$ cat src/rtl/drive_supervisor_if.sv
// Signal bundle between the PID/sensor side and the drive supervisor.
// The sensor/PID side is the master; the supervisor is the slave.
interface drive_supervisor_if;
  logic        PWM_synch;
  logic [11:0] drv_mag_in;
  logic [11:0] curr;
  logic [11:0] batt;
  logic        brake_n;
  logic        not_pedaling;
  logic [11:0] drv_mag_out;
  logic        motor_en;
  logic        fault_oc;
  logic        fault_uv;
  logic        lockout;

  modport master (
    output PWM_synch, drv_mag_in, curr, batt, brake_n, not_pedaling,
    input  drv_mag_out, motor_en, fault_oc, fault_uv, lockout
  );

  modport slave (
    input  PWM_synch, drv_mag_in, curr, batt, brake_n, not_pedaling,
    output drv_mag_out, motor_en, fault_oc, fault_uv, lockout
  );
endinterface

$ cat src/rtl/drive_supervisor.sv
// Supervisory sequencer between PID and commutation: soft-start ramp, brake
// override, overcurrent/undervoltage protection with cooldown, retry and lockout.
module drive_supervisor #(
  parameter bit          FAST_SIM  = 1'b0,
  parameter logic [11:0] OC_THRESH = 12'hC00,
  parameter logic [11:0] BATT_MIN  = 12'hA98,
  parameter int          OC_COUNT  = 4,
  parameter int          MAX_RETRY = 3
) (
  input  logic              clk,
  input  logic              rst_n,
  drive_supervisor_if.slave bus
);

  localparam int OC_W   = $clog2(OC_COUNT + 1);
  localparam int RT_W   = $clog2(MAX_RETRY + 1);
  localparam int COOL_W = 23;

  localparam logic [11:0]       RAMP_STEP   = FAST_SIM ? 12'd128 : 12'd8;
  localparam logic [COOL_W-1:0] COOL_CYCLES = FAST_SIM ? COOL_W'(1024) : COOL_W'(1 << 22);
  localparam logic [OC_W-1:0]   OC_MAX      = OC_W'(OC_COUNT);
  localparam logic [RT_W-1:0]   RETRY_MAX   = RT_W'(MAX_RETRY);

  typedef enum logic [2:0] {
    S_IDLE,
    S_RAMP,
    S_RUN,
    S_BRAKE,
    S_FAULT,
    S_LOCK
  } state_t;

  state_t            r_state, w_state;
  logic [11:0]       r_lim, w_lim;
  logic [11:0]       r_drv, w_drv;
  logic [OC_W-1:0]   r_oc, w_oc, w_oc_inc, w_oc_cnt;
  logic [RT_W-1:0]   r_retry, w_retry, w_retry_inc;
  logic [COOL_W-1:0] r_cool, w_cool;
  logic              r_foc, w_foc;
  logic              r_fuv, w_fuv;
  logic              w_active;
  logic              w_oc_hit;
  logic              w_uv_hit;

  function automatic logic [11:0] sat_add12(input logic [11:0] a, input logic [11:0] b);
    logic [12:0] s;
    s = {1'b0, a} + {1'b0, b};
    return s[12] ? 12'hFFF : s[11:0];
  endfunction

  function automatic logic [11:0] min12(input logic [11:0] a, input logic [11:0] b);
    return (a < b) ? a : b;
  endfunction

  assign w_active    = (r_state == S_RAMP) || (r_state == S_RUN);
  assign w_oc_inc    = (r_oc == OC_MAX) ? r_oc : r_oc + OC_W'(1);
  assign w_oc_cnt    = (bus.curr > OC_THRESH) ? w_oc_inc : '0;
  assign w_oc_hit    = (w_oc_cnt == OC_MAX);
  assign w_uv_hit    = (bus.batt < BATT_MIN);
  assign w_retry_inc = r_retry + RT_W'(1);
  assign w_drv       = w_active ? min12(bus.drv_mag_in, r_lim) : 12'h000;

  always_ff @(posedge clk or negedge rst_n) begin
    if (!rst_n) begin
      r_state <= S_IDLE;
      r_lim   <= '0;
      r_drv   <= '0;
      r_oc    <= '0;
      r_retry <= '0;
      r_cool  <= '0;
      r_foc   <= 1'b0;
      r_fuv   <= 1'b0;
    end else begin
      r_state <= w_state;
      r_lim   <= w_lim;
      r_drv   <= w_drv;
      r_oc    <= w_oc;
      r_retry <= w_retry;
      r_cool  <= w_cool;
      r_foc   <= w_foc;
      r_fuv   <= w_fuv;
    end
  end

  always_comb begin
    w_state = r_state;
    w_lim   = r_lim;
    w_oc    = r_oc;
    w_retry = r_retry;
    w_cool  = r_cool;
    w_foc   = r_foc;
    w_fuv   = r_fuv;
    case (r_state)
      S_IDLE: begin
        w_lim = '0;
        w_oc  = '0;
        if (bus.PWM_synch && bus.brake_n && !bus.not_pedaling && !w_uv_hit) begin
          w_state = S_RAMP;
          w_foc   = 1'b0;
          w_fuv   = 1'b0;
        end
      end
      S_RAMP, S_RUN: begin
        // Brake is checked every clock and pre-empts any PWM-sampled event.
        if (!bus.brake_n) begin
          w_state = S_BRAKE;
          w_lim   = '0;
          w_oc    = '0;
        end else if (bus.PWM_synch && (w_oc_hit || w_uv_hit)) begin
          w_foc   = r_foc | w_oc_hit;
          w_fuv   = r_fuv | w_uv_hit;
          w_lim   = '0;
          w_oc    = '0;
          w_retry = w_retry_inc;
          w_cool  = COOL_CYCLES;
          w_state = (w_retry_inc == RETRY_MAX) ? S_LOCK : S_FAULT;
        end else if (bus.PWM_synch && bus.not_pedaling) begin
          w_state = S_IDLE;
          w_lim   = '0;
          w_oc    = '0;
        end else begin
          if (bus.PWM_synch) begin
            w_oc = w_oc_cnt;
          end
          if (r_state == S_RAMP) begin
            if (r_lim == 12'hFFF) begin
              w_state = S_RUN;
            end else if (bus.PWM_synch) begin
              w_lim = sat_add12(r_lim, RAMP_STEP);
            end
          end else begin
            w_lim = 12'hFFF;
          end
        end
      end
      S_BRAKE: begin
        w_lim = '0;
        w_oc  = '0;
        if (bus.brake_n) begin
          w_state = S_IDLE;
        end
      end
      S_FAULT: begin
        w_lim = '0;
        w_oc  = '0;
        // The decrement that reaches zero coincides with the return to IDLE.
        if (r_cool <= COOL_W'(1)) begin
          w_cool  = '0;
          w_state = S_IDLE;
        end else begin
          w_cool = r_cool - COOL_W'(1);
        end
      end
      S_LOCK: begin
        w_lim = '0;
        w_oc  = '0;
      end
      default: begin
        w_state = S_IDLE;
        w_lim   = '0;
      end
    endcase
  end

  assign bus.drv_mag_out = r_drv;
  assign bus.motor_en    = w_active;
  assign bus.fault_oc    = r_foc;
  assign bus.fault_uv    = r_fuv;
  assign bus.lockout     = (r_state == S_LOCK);

endmodule

$ cat src/flat_wrapper.sv
// flat-port wrapper written by rule: the top's interface ports become plain ports
module drive_supervisor_flat 
#(
  parameter bit          FAST_SIM  = 1'b0,
  parameter logic [11:0] OC_THRESH = 12'hC00,
  parameter logic [11:0] BATT_MIN  = 12'hA98,
  parameter int          OC_COUNT  = 4,
  parameter int          MAX_RETRY = 3
)
  (clk, rst_n, bus_PWM_synch, bus_drv_mag_in, bus_curr, bus_batt, bus_brake_n, bus_not_pedaling, bus_drv_mag_out, bus_motor_en, bus_fault_oc, bus_fault_uv, bus_lockout);
  drive_supervisor_if bus_i ();
  input  logic clk;
  input  logic rst_n;
  input wire logic [$bits(bus_i.PWM_synch)-1:0] bus_PWM_synch;
  input wire logic [$bits(bus_i.drv_mag_in)-1:0] bus_drv_mag_in;
  input wire logic [$bits(bus_i.curr)-1:0] bus_curr;
  input wire logic [$bits(bus_i.batt)-1:0] bus_batt;
  input wire logic [$bits(bus_i.brake_n)-1:0] bus_brake_n;
  input wire logic [$bits(bus_i.not_pedaling)-1:0] bus_not_pedaling;
  output wire logic [$bits(bus_i.drv_mag_out)-1:0] bus_drv_mag_out;
  output wire logic [$bits(bus_i.motor_en)-1:0] bus_motor_en;
  output wire logic [$bits(bus_i.fault_oc)-1:0] bus_fault_oc;
  output wire logic [$bits(bus_i.fault_uv)-1:0] bus_fault_uv;
  output wire logic [$bits(bus_i.lockout)-1:0] bus_lockout;
  assign bus_i.PWM_synch = bus_PWM_synch;
  assign bus_i.drv_mag_in = bus_drv_mag_in;
  assign bus_i.curr = bus_curr;
  assign bus_i.batt = bus_batt;
  assign bus_i.brake_n = bus_brake_n;
  assign bus_i.not_pedaling = bus_not_pedaling;
  assign bus_drv_mag_out = bus_i.drv_mag_out;
  assign bus_motor_en = bus_i.motor_en;
  assign bus_fault_oc = bus_i.fault_oc;
  assign bus_fault_uv = bus_i.fault_uv;
  assign bus_lockout = bus_i.lockout;
  drive_supervisor #(.FAST_SIM(FAST_SIM), .OC_THRESH(OC_THRESH), .BATT_MIN(BATT_MIN), .OC_COUNT(OC_COUNT), .MAX_RETRY(MAX_RETRY)) u_core (.clk(clk), .rst_n(rst_n), .bus(bus_i));
endmodule
$ cat config.mk
export PLATFORM = sky130hd
export DESIGN_NAME = drive_supervisor_flat
export DESIGN_NICKNAME = d
export VERILOG_FILES = /design/src/rtl/drive_supervisor_if.sv /design/src/rtl/drive_supervisor.sv /design/src/flat_wrapper.sv
export SDC_FILE = /design/constraint.sdc
export NUM_CORES = 1
export LEC_CHECK = 0
export ABC_AREA = 0
export BUFFER_PORTS_ARGS = -buffer_cell sky130_fd_sc_hd__buf_2
export CAP_MARGIN = 20
export CORE_ASPECT_RATIO = 0.7
export CORE_UTILIZATION = 57
export CTS_CLUSTER_DIAMETER = 100
export DETAILED_ROUTE_END_ITERATION = 8
export HOLD_SLACK_MARGIN = 0.15
export PLACE_DENSITY = 0.92
export SETUP_SLACK_MARGIN = 0.2
export SLEW_MARGIN = 20
export SYNTH_ARGS = -nofsm -noshare
export SYNTH_HDL_FRONTEND = slang
export SYNTH_SLANG_ARGS = --single-unit
export TNS_END_PERCENT = 50
$ cat constraint.sdc
create_clock -name clk -period 2.7 [get_ports clk]
set_input_delay 0.135 -clock clk [delete_from_list [all_inputs] [get_ports clk]]
set_output_delay 0.135 -clock clk [all_outputs]
set_load 0.1 [all_outputs]
==> qor.yml, run 1 <==
cts_sinks: 55
cts_root_buf: "clkbuf_8"
final_util_pct: 70.5
viasPerCell: 6.51
p_leak_nw: 1.86
die_y_um: 66.4
layout_common_cells: "dfrtp_1, buf_2, nor2_1, nand2_1, a21oi_1"
grt_first_pass_wirelength_mm: 14.7
clk_pin_slew_ps: 100
first_pass_iters: 4
syn_avg_cell_area_um2: 9.11
rsz0062_at_grt: "true"
cts_tree: "built"
routabilityCongestion: 0.896
syn_inst: 371
place_hpwl_mm: 5.92
syn2layout_area_growth_pct: 19.5
cp_top_family: "compound AO/OA/AOI/OAI gates"
num_rows: 23
synthFlopType: "dfrtp_1"
drtIter0Drc: 382
layout-drive-gt1-share_pct: 24.1
status: "finished, final reports clean"
syn_area_mm2: 0.00338
finalInstanceArea_mm2: 0.00404
synth_edf_count: 0
yosysTopAreaCell: "dfrtp_1"
grt_usage_pct: 30.8
fin_setup_tns_ps: 0
finalMaxSlewViolations: 0
placed_cells: 498
synthTopCellsByArea: "dfrtp_1, ha_1, nor2_1, a21oi_1, mux2i_1"
finalCritPeriodShare_pct: 91.8
fin_skew_ps: 7.89
coreArea_mm2: 0.00573
ys.warnings.count: 0
fmax_mhz: 404
cp_max_fo: 8
grt_pass1_vias: 3208
setup_slack_ps: 223
die_area_mm2: 0.00625
ioPinCount: 57
ant_nets: 0
grt_max_degree: 33
worstSetupPathType: "register to register"
tightest_slew_ps: 680
syn_nets: 429
fin_cells: 523
start_kind: "register"
drv_cap: 0
synth-seq-cells: 55
yosys.area.top_type_share_pct: 40.7
worstPathRequired_ps: 2930
globalRouteOverflowTotal: 0
slew_headroom_pct: 54.0
period_minus_slack_ps: 2480
final_common_cell: "dfrtp_1"
clock_path_buffers: 2
hold_path_class: "input port to register"
setup_viol: 0
placed_area_mm2: 0.00376
num-nets-final: 505
hold_viol: 0
vias: 3407
slowest_stage: "dfrtp_1"
avgRoutedWirePerCell_um: 17.7
p_per_area_mw_per_mm2: 939
cts_made_buffers: 5
place_ws_ps: 103
yosysUniqueCellTypes: 60
yosysSeqAreaShare_pct: 40.7
clock_latency_ps: 310
whs_ps: 225
dieWidth_um: 94.0
drc: 0
async_flop_share_pct: 100
cp.arrival_ps: 2710
initial_utilization_pct: 59.0
ir_worst_vdd_mv: 0.329
antenna_found_initial: 0
portBuffers: 53
cp_cell_sequence: "inv_2 -> ha_4 -> or3b_1 -> a211o_1 -> a21o_1 -> a41oi_4 -> buf_6 -> a21oi_2 -> a311oi_2"
htreeDepth: 2
antenna_cells: 0
power_mw: 3.79
critPathBufInv: 2
drt_wl_total_mm: 9.27
endpoint_kind: "register"
cp_slowest_stage_delay_ps: 440
[cell usage after synthesis, types with 5 or more instances]
library cell	number
a21oi_1	29
clkbuf_1	5
nor3_1	6
a211oi_1	5
nor4_1	10
dfrtp_1	55
nand2_1	32
nor2_1	44
and3_1	5
a21o_1	5
nand3_1	9
o21ai_0	11
a31oi_1	20
ha_1	17
or2_2	6
nand2b_1	7
mux2i_1	14
inv_1	21
[tightest hold or removal path: stages]
cell and delay [ps]:
buf_2 100, nand2_1 90, a21oi_1 140, nor2_1 50
[final timing paths]
check / to / startpoint / slack [ps] / cells after the start
min reg2reg: u_core.r_retry[0] / u_core.r_retry[0] / 480 / 1
max in group asynchronous: u_core.r_cool[2] / rst_n / 1530 / 3
max reg2reg: u_core.r_lim[9] / u_core.r_oc[0] / 220 / 9
max: u_core.r_lim[9] / u_core.r_oc[0] / 220 / 9
min: u_core.bus.fault_uv / bus_batt[11] / 230 / 4
min in group asynchronous: u_core.r_retry[1] / rst_n / 340 / 2
[kinds of logic after synthesis]
| kind of cell | Yosys count | share of synthesized area, % |
|---|---|---|
| compound gates | 109 | 23.1 |
| xor+xnor | 1 | 0.259 |
| fa+ha+maj | 17 | 6.29 |
| buf+inv | 32 | 4.04 |
| flops | 55 | 40.7 |
| mux | 14 | 4.15 |
| simple gates | 143 | 21.5 |
[area by class of cell]
class | instances | area (um^2)
tap | 75 | 93.8
sequential | 55 | 1380
timing repair buffer | 80 | 508
multi-input combinational | 284 | 1900
inverter | 21 | 78.8
clock buffer | 7 | 76.3
clock inverter | 1 | 5.00
fill | 408 | 1690
[report_power, final]
| group | internal [mW] | switching, mW | total, mW |
|---|---|---|---|
| logic | 0.657 | 1.32 | 1.97 |
| registers | 1.06 | 0.299 | 1.36 |
| clock network | 0.183 | 0.273 | 0.456 |
[state kept, by name (all words and copies together) (netlist names)]
signal / count
u_core.r_cool: 23
u_core.bus.drv_mag_out: 12
u_core.r_lim: 10
u_core.r_oc: 3
u_core.r_state: 3
u_core.r_retry: 2
u_core.bus.fault_oc: 1
u_core.bus.fault_uv: 1
[layer usage]
metal	track usage (%)	vias up	wire, um
met5	0	-	0
met3	5.86	42	712
met1	37.1	1636	3650
met2	52.9	211	4550
met4	15.6	0	354
li1	-	1518	-
[repair_timing]
| item | in CTS | in global routing |
|---|---|---|
| hold buffers | 13 | 0 |
| endpoints found under the hold margin | 35 | 0 |
| setup endpoints to repair | 27 | 29 |
| setup buffers | 1 | 3 |
| resized for setup | 4 | 8 |
| pin swaps | 2 | 6 |
Note: power is estimated with default switching activity, not from simulation.
==> run 2, diff against run 1 <==
PLACE_DENSITY = 0.81   (was 0.92)
==> run 2 against run 1 <==
Net effect: register-to-register slack improved by 70 ps; clock skew up 0.96 ps; global-route usage is 4.3 points lower; setup slack gained 73 ps; sequential cell count stayed put; largest power group unchanged; highest routed layer unchanged.
==> qor.yml, run 2 (same netlist as run 1, synthesis figures left out) <==
syn2layout_area_growth_pct: 18.9
largest_reg_flops: 23  # unchanged
portBuffers: 53  # unchanged
hold_path_class: "input port to asynchronous set/reset pin"
cp_slowest_stage_delay_ps: 420  # -20 ps
clk_pin_slew_ps: 100  # about the same
ioPinCount: 57  # unchanged
clock_path_buffers: 2  # unchanged
finalMaxSlewViolations: 0  # unchanged
fin_cells: 521  # -0.38%
die_area_mm2: 0.00625  # unchanged
antenna_cells: 0  # unchanged
endpoint_kind: "register"
cp_max_fo: 8  # unchanged
largest_register: "u_core.r_cool"
start_kind: "register"
fmax_mhz: 416  # +3.0%
grt_first_pass_wirelength_mm: 12.7  # -14%
avgRoutedWirePerCell_um: 15.1  # -15%
worstPathRequired_ps: 2920  # about the same
grt_usage_pct: 26.5  # -4.3 points
die_y_um: 66.4  # unchanged
worstSetupPathType: "register to register"
slew_headroom_pct: 60.5  # +6.5 points
setup_slack_ps: 295  # +72.6 ps
setup_viol: 0  # unchanged
rsz0062_at_grt: "true"
fin_setup_tns_ps: 0  # unchanged
p_per_area_mw_per_mm2: 919  # -2.1%
status: "finished, final reports clean"
finalCritPeriodShare_pct: 89.1  # -2.7 points
routabilityCongestion: 0.837  # -6.7%
clock_latency_ps: 310  # about the same
vias: 3067  # -10%
period_minus_slack_ps: 2400  # -72.6 ps
hold_viol: 0  # unchanged
ant_nets: 0  # unchanged
cts_root_buf: "clkbuf_8"
ff2ff_path_depth: 9  # unchanged
place_hpwl_mm: 5.52  # -6.7%
n_fill_cell: 454  # +11%
num_rows: 23  # unchanged
initial_utilization_pct: 59.0  # unchanged
r2r_slack_ps: 300  # +70 ps
layout_common_cells: "dfrtp_1, buf_2, nor2_1, nand2_1, a21oi_1"
viasPerCell: 5.89  # -9.6%
grt_max_degree: 25  # -24%
dieWidth_um: 94.0  # unchanged
slowest_stage: "dfrtp_1"
critPathBufInv: 2  # unchanged
layout-drive-gt1-share_pct: 23.1  # -1.0 points
p_leak_nw: 1.86  # about the same
placed_area_mm2: 0.00377  # +0.40%
place_ws_ps: 156  # +52.6 ps
antenna_found_initial: 0  # unchanged
placed_cells: 500  # +0.40%
drt_wl_total_mm: 7.85  # -15%
coreArea_mm2: 0.00573  # unchanged
globalRouteOverflowTotal: 0  # unchanged
cts_sinks: 55  # unchanged
power_mw: 3.69  # -2.6%
drv_cap: 0  # unchanged
grt_pass1_vias: 2751  # -14%
cts_tree: "built"
whs_ps: 265  # +40.1 ps
first_pass_iters: 4  # unchanged
drc: 0  # unchanged
reg2reg_from: "u_core.r_oc[0]"
drtIter0Drc: 224  # -41%
cp_top_family: "compound AO/OA/AOI/OAI gates"
cp_cell_sequence: "inv_1 -> ha_2 -> or3b_1 -> a211o_1 -> a21o_1 -> a41oi_4 -> buf_6 -> a21oi_2 -> a311oi_2"
final_util_pct: 70.2  # -0.37 points
final_common_cell: "dfrtp_1"
cp.arrival_ps: 2630  # -80 ps
cts_made_buffers: 5  # unchanged
fin_skew_ps: 8.85  # +0.964 ps
tightest_slew_ps: 592  # -87.7 ps
finalInstanceArea_mm2: 0.00402  # -0.53%
reg2reg_to: "u_core.r_lim[9]"
htreeDepth: 2  # unchanged
num-nets-final: 504  # -0.20%
ir_worst_vdd_mv: 0.496  # +51%
run 2: timing repair:
| action | 4_1_cts | 5_1_grt |
|---|---|---|
| endpoints found under the hold margin | 43 | 0 |
| hold buffers | 13 | 0 |
| gates resized for setup | 1 | 5 |
| setup buffers | 0 | 1 |
| endpoints found under the setup margin | 19 | 27 |
| pin swaps | 0 | 4 |
run 2: area by class of cell:
type	instances	area, um^2	share of cell area (%)
Tap cell	75	93.8	2.33
Clock buffer	6	82.6	2.05
Inverter	21	78.8	1.96
Multi-Input combinational cell	284	1880	46.8
Sequential cell	55	1380	34.2
Timing Repair Buffer	79	500	12.5
Clock inverter	1	5.00	0.125
run 2: worst max path at each step:
stage | depth (start not counted) | slack (ps) | endpoint | from
2_1_floorplan | 8 | 300 | u_core.r_lim[10] | u_core.r_state[0]
3_3_place_gp | 8 | 220 | u_core.r_cool[21] | u_core.r_oc[0]
3_5_place_dp | 8 | 160 | u_core.r_cool[21] | u_core.r_oc[0]
4_1_cts | 8 | 190 | u_core.r_lim[6] | u_core.r_oc[0]
5_1_grt | 9 | 170 | u_core.r_lim[6] | u_core.r_oc[0]
6_report | 9 | 300 | u_core.r_lim[9] | u_core.r_oc[0]
run 2: routing by layer:
metal  vias up  global-route usage (%)  share of wire, %
met5         -                       0                 0
li1       1518                       -                 -
met3        12                    4.14               4.9
met2        94                    41.5                45
met1      1443                    37.7                49
met4         0                    8.27               1.5
run 2: power by group:
part,switching (mW),internal (mW),leakage (nW)
sequential,0.282,1.07,0.729
clock,0.266,0.202,0.0470
combinational,1.24,0.642,1.08
total,1.78,1.91,1.86
==> run 3, diff against run 2 <==
GPL_TIMING_DRIVEN = 0   (was default)
MAX_ROUTING_LAYER = met4   (was default)
clock period = 2.45 ns   (was 2.7 ns; I/O delays follow)
==> run 3 against run 2 <==
Net effect: combinational power is 28% higher; sequential power up 12%; via count increased by 7.5%; core utilization grew 4.5 points; sequential cell count did not move; global-route usage is 2.0 points higher; wire length rose by 11%; worst hold slack worse by 27 ps; non-clock buffer count increased by 18; critical path depth up 1; setup slack got worse by 180 ps; clock power is 16% higher.
==> qor.yml, run 3 (same netlist as run 1, synthesis figures left out) <==
final_common_cell: "buf_2"
portBuffers: 53  # unchanged
p_per_area_mw_per_mm2: 1040  # +14%
cp_slowest_stage_delay_ps: 440  # +20 ps
endpoint_kind: "register"
fin_cells: 540  # +3.6%
antenna_cells: 0  # unchanged
viasPerCell: 6.10  # +3.7%
largest_reg_flops: 23  # unchanged
drt_wl_total_mm: 8.70  # +11%
setup_viol: 0  # unchanged
cts_sinks: 55  # unchanged
grt_max_degree: 56  # +120%
cp.arrival_ps: 2560  # -70 ps
htreeDepth: 2  # unchanged
cp_max_fo: 5  # -3
ir_worst_vdd_mv: 0.778  # +57%
finalInstanceArea_mm2: 0.00428  # +6.4%
status: "finished, final reports clean"
fin_skew_ps: 15.9  # +7.01 ps
die_area_mm2: 0.00625  # unchanged
cts_made_buffers: 5  # unchanged
intPower_mw: 2.27  # +19%
drc: 0  # unchanged
comb_power_share_pct: 54.0  # +3.1 points
ant_nets: 0  # unchanged
syn2layout_area_growth_pct: 26.5
period_minus_slack_ps: 2330  # -71.1 ps
dieWidth_um: 94.0  # unchanged
routabilityCongestion: 0.883  # +5.6%
clock_path_buffers: 2  # unchanged
layout_common_cells: "buf_2, dfrtp_1, nor2_1, nand2_1, a21oi_1"
p_sw_mw: 2.19  # +23%
num_rows: 23  # unchanged
tightest_slew_ps: 725  # +133 ps
largest_register: "u_core.r_cool"
rsz0062_at_grt: "true"
cts_root_buf: "clkbuf_8"
worstSetupPathType: "register to register"
die_y_um: 66.4  # unchanged
hold_path_class: "input port to register"
fmax_mhz: 428  # +3.0%
cts_tree: "built"
slowest_stage: "or3_1"
whs_ps: 239  # -26.9 ps
antenna_found_initial: 0  # unchanged
slew_headroom_pct: 51.7  # -8.8 points
ioPinCount: 57  # unchanged
p_leak_nw: 1.95  # +5.0%
finalCritPeriodShare_pct: 95.3  # +6.2 points
start_kind: "register"
num-nets-final: 522  # +3.6%
avgRoutedWirePerCell_um: 16.1  # +6.9%
power_mw: 4.46  # +21%
initial_utilization_pct: 59.0  # unchanged
clock_latency_ps: 320  # about the same
worstPathRequired_ps: 2670  # -250 ps
p_seq_share_pct: 33.8  # -2.7 points
hold_viol: 0  # unchanged
final_util_pct: 74.7  # +4.5 points
clk_pin_slew_ps: 110  # about the same
drv_cap: 0  # unchanged
vias: 3296  # +7.5%
grt_first_pass_wirelength_mm: 13.4  # +5.6%
placed_cells: 499  # -0.20%
placed_area_mm2: 0.00376  # -0.37%
grt_pass1_vias: 2865  # +4.1%
place_hpwl_mm: 5.66  # +2.4%
cp_cell_sequence: "inv_2 -> ha_4 -> buf_4 -> nand2_1 -> or3_1 -> a21o_1 -> a41oi_4 -> buf_6 -> o21ai_4 -> a221oi_2"
swShare_pct: 49.1  # +0.81 points
layout-drive-gt1-share_pct: 28.8  # +5.7 points
grt_usage_pct: 28.5  # +2.0 points
first_pass_iters: 4  # unchanged
drtIter0Drc: 268  # +20%
power_frac_clock_pct: 12.2  # -0.5 points
coreArea_mm2: 0.00573  # unchanged
globalRouteOverflowTotal: 0  # unchanged
finalMaxSlewViolations: 0  # unchanged
==> run 3: metal layers <==
| layer | track usage [%] | wire length [um] |
|---|---|---|
| met1 | 39.9 | 4160 |
| met2 | 43.0 | 3920 |
| met3 | 4.83 | 476 |
| met4 | 7.31 | 136 |
| met5 | - | 0 |
==> run 3: path summary, 6_finish.rpt <==
path	to	slack, ps	start	depth (start not counted)
max	u_core.r_lim[11]	120	u_core.r_oc[1]	10
max reg2reg	u_core.r_lim[11]	120	u_core.r_oc[1]	10
min	u_core.bus.fault_uv	240	bus_batt[11]	4
min reg2reg	u_core.r_retry[0]	480	u_core.r_retry[0]	1
max in group asynchronous	u_core.r_lim[1]	1540	rst_n	2
min in group asynchronous	u_core.r_cool[16]	380	rst_n	2
==> run 3: power groups by stage <==
stage               Combinational (mW)  Clock, mW  Sequential, mW
finish                            2.41      0.545            1.51
global route                      2.59      0.585            1.55
CTS                               2.15      0.554            1.46
detailed placement                2.04          0            1.46
global placement                  1.98          0            1.45
floorplan                         1.28          0            1.75
==> run 3: worst max-delay path: cells and delay by family, from the launching register on <==
| kind | cells | cell delay, ps |
|---|---|---|
| flops | 1 | 430 |
| compound gates | 4 | 770 |
| fa+ha+maj | 1 | 140 |
| buf+inv | 3 | 390 |
| simple gates | 2 | 520 |
==> run 3: area by class of cell <==
class / count / area, um^2
Multi-Input combinational cell: 284 / 2010
Fill cell: 415 / 1450
Sequential cell: 55 / 1380
Timing Repair Buffer: 86 / 546
Tap cell: 75 / 93.8
Inverter: 21 / 82.6
Buffer: 11 / 72.6
Clock buffer: 5 / 68.8
Clock inverter: 3 / 26.3
==> run 3: stage by stage <==
step | setup TNS, ps | setup slack [ps]
finish | 0 | 116
global route | 0 | 18.8
CTS | 0 | 78.0
detailed placement | -238 | -117
global placement | -18.9 | -18.9
floorplan | 0 | 201
==> run 3: repair_timing <==
action	CTS	global route
setup endpoints to repair	36	43
resized for setup	13	23
hold buffers	13	0
setup buffers	7	12
pin swaps	8	7
hold endpoints to repair	67	0
gates cloned	1	0
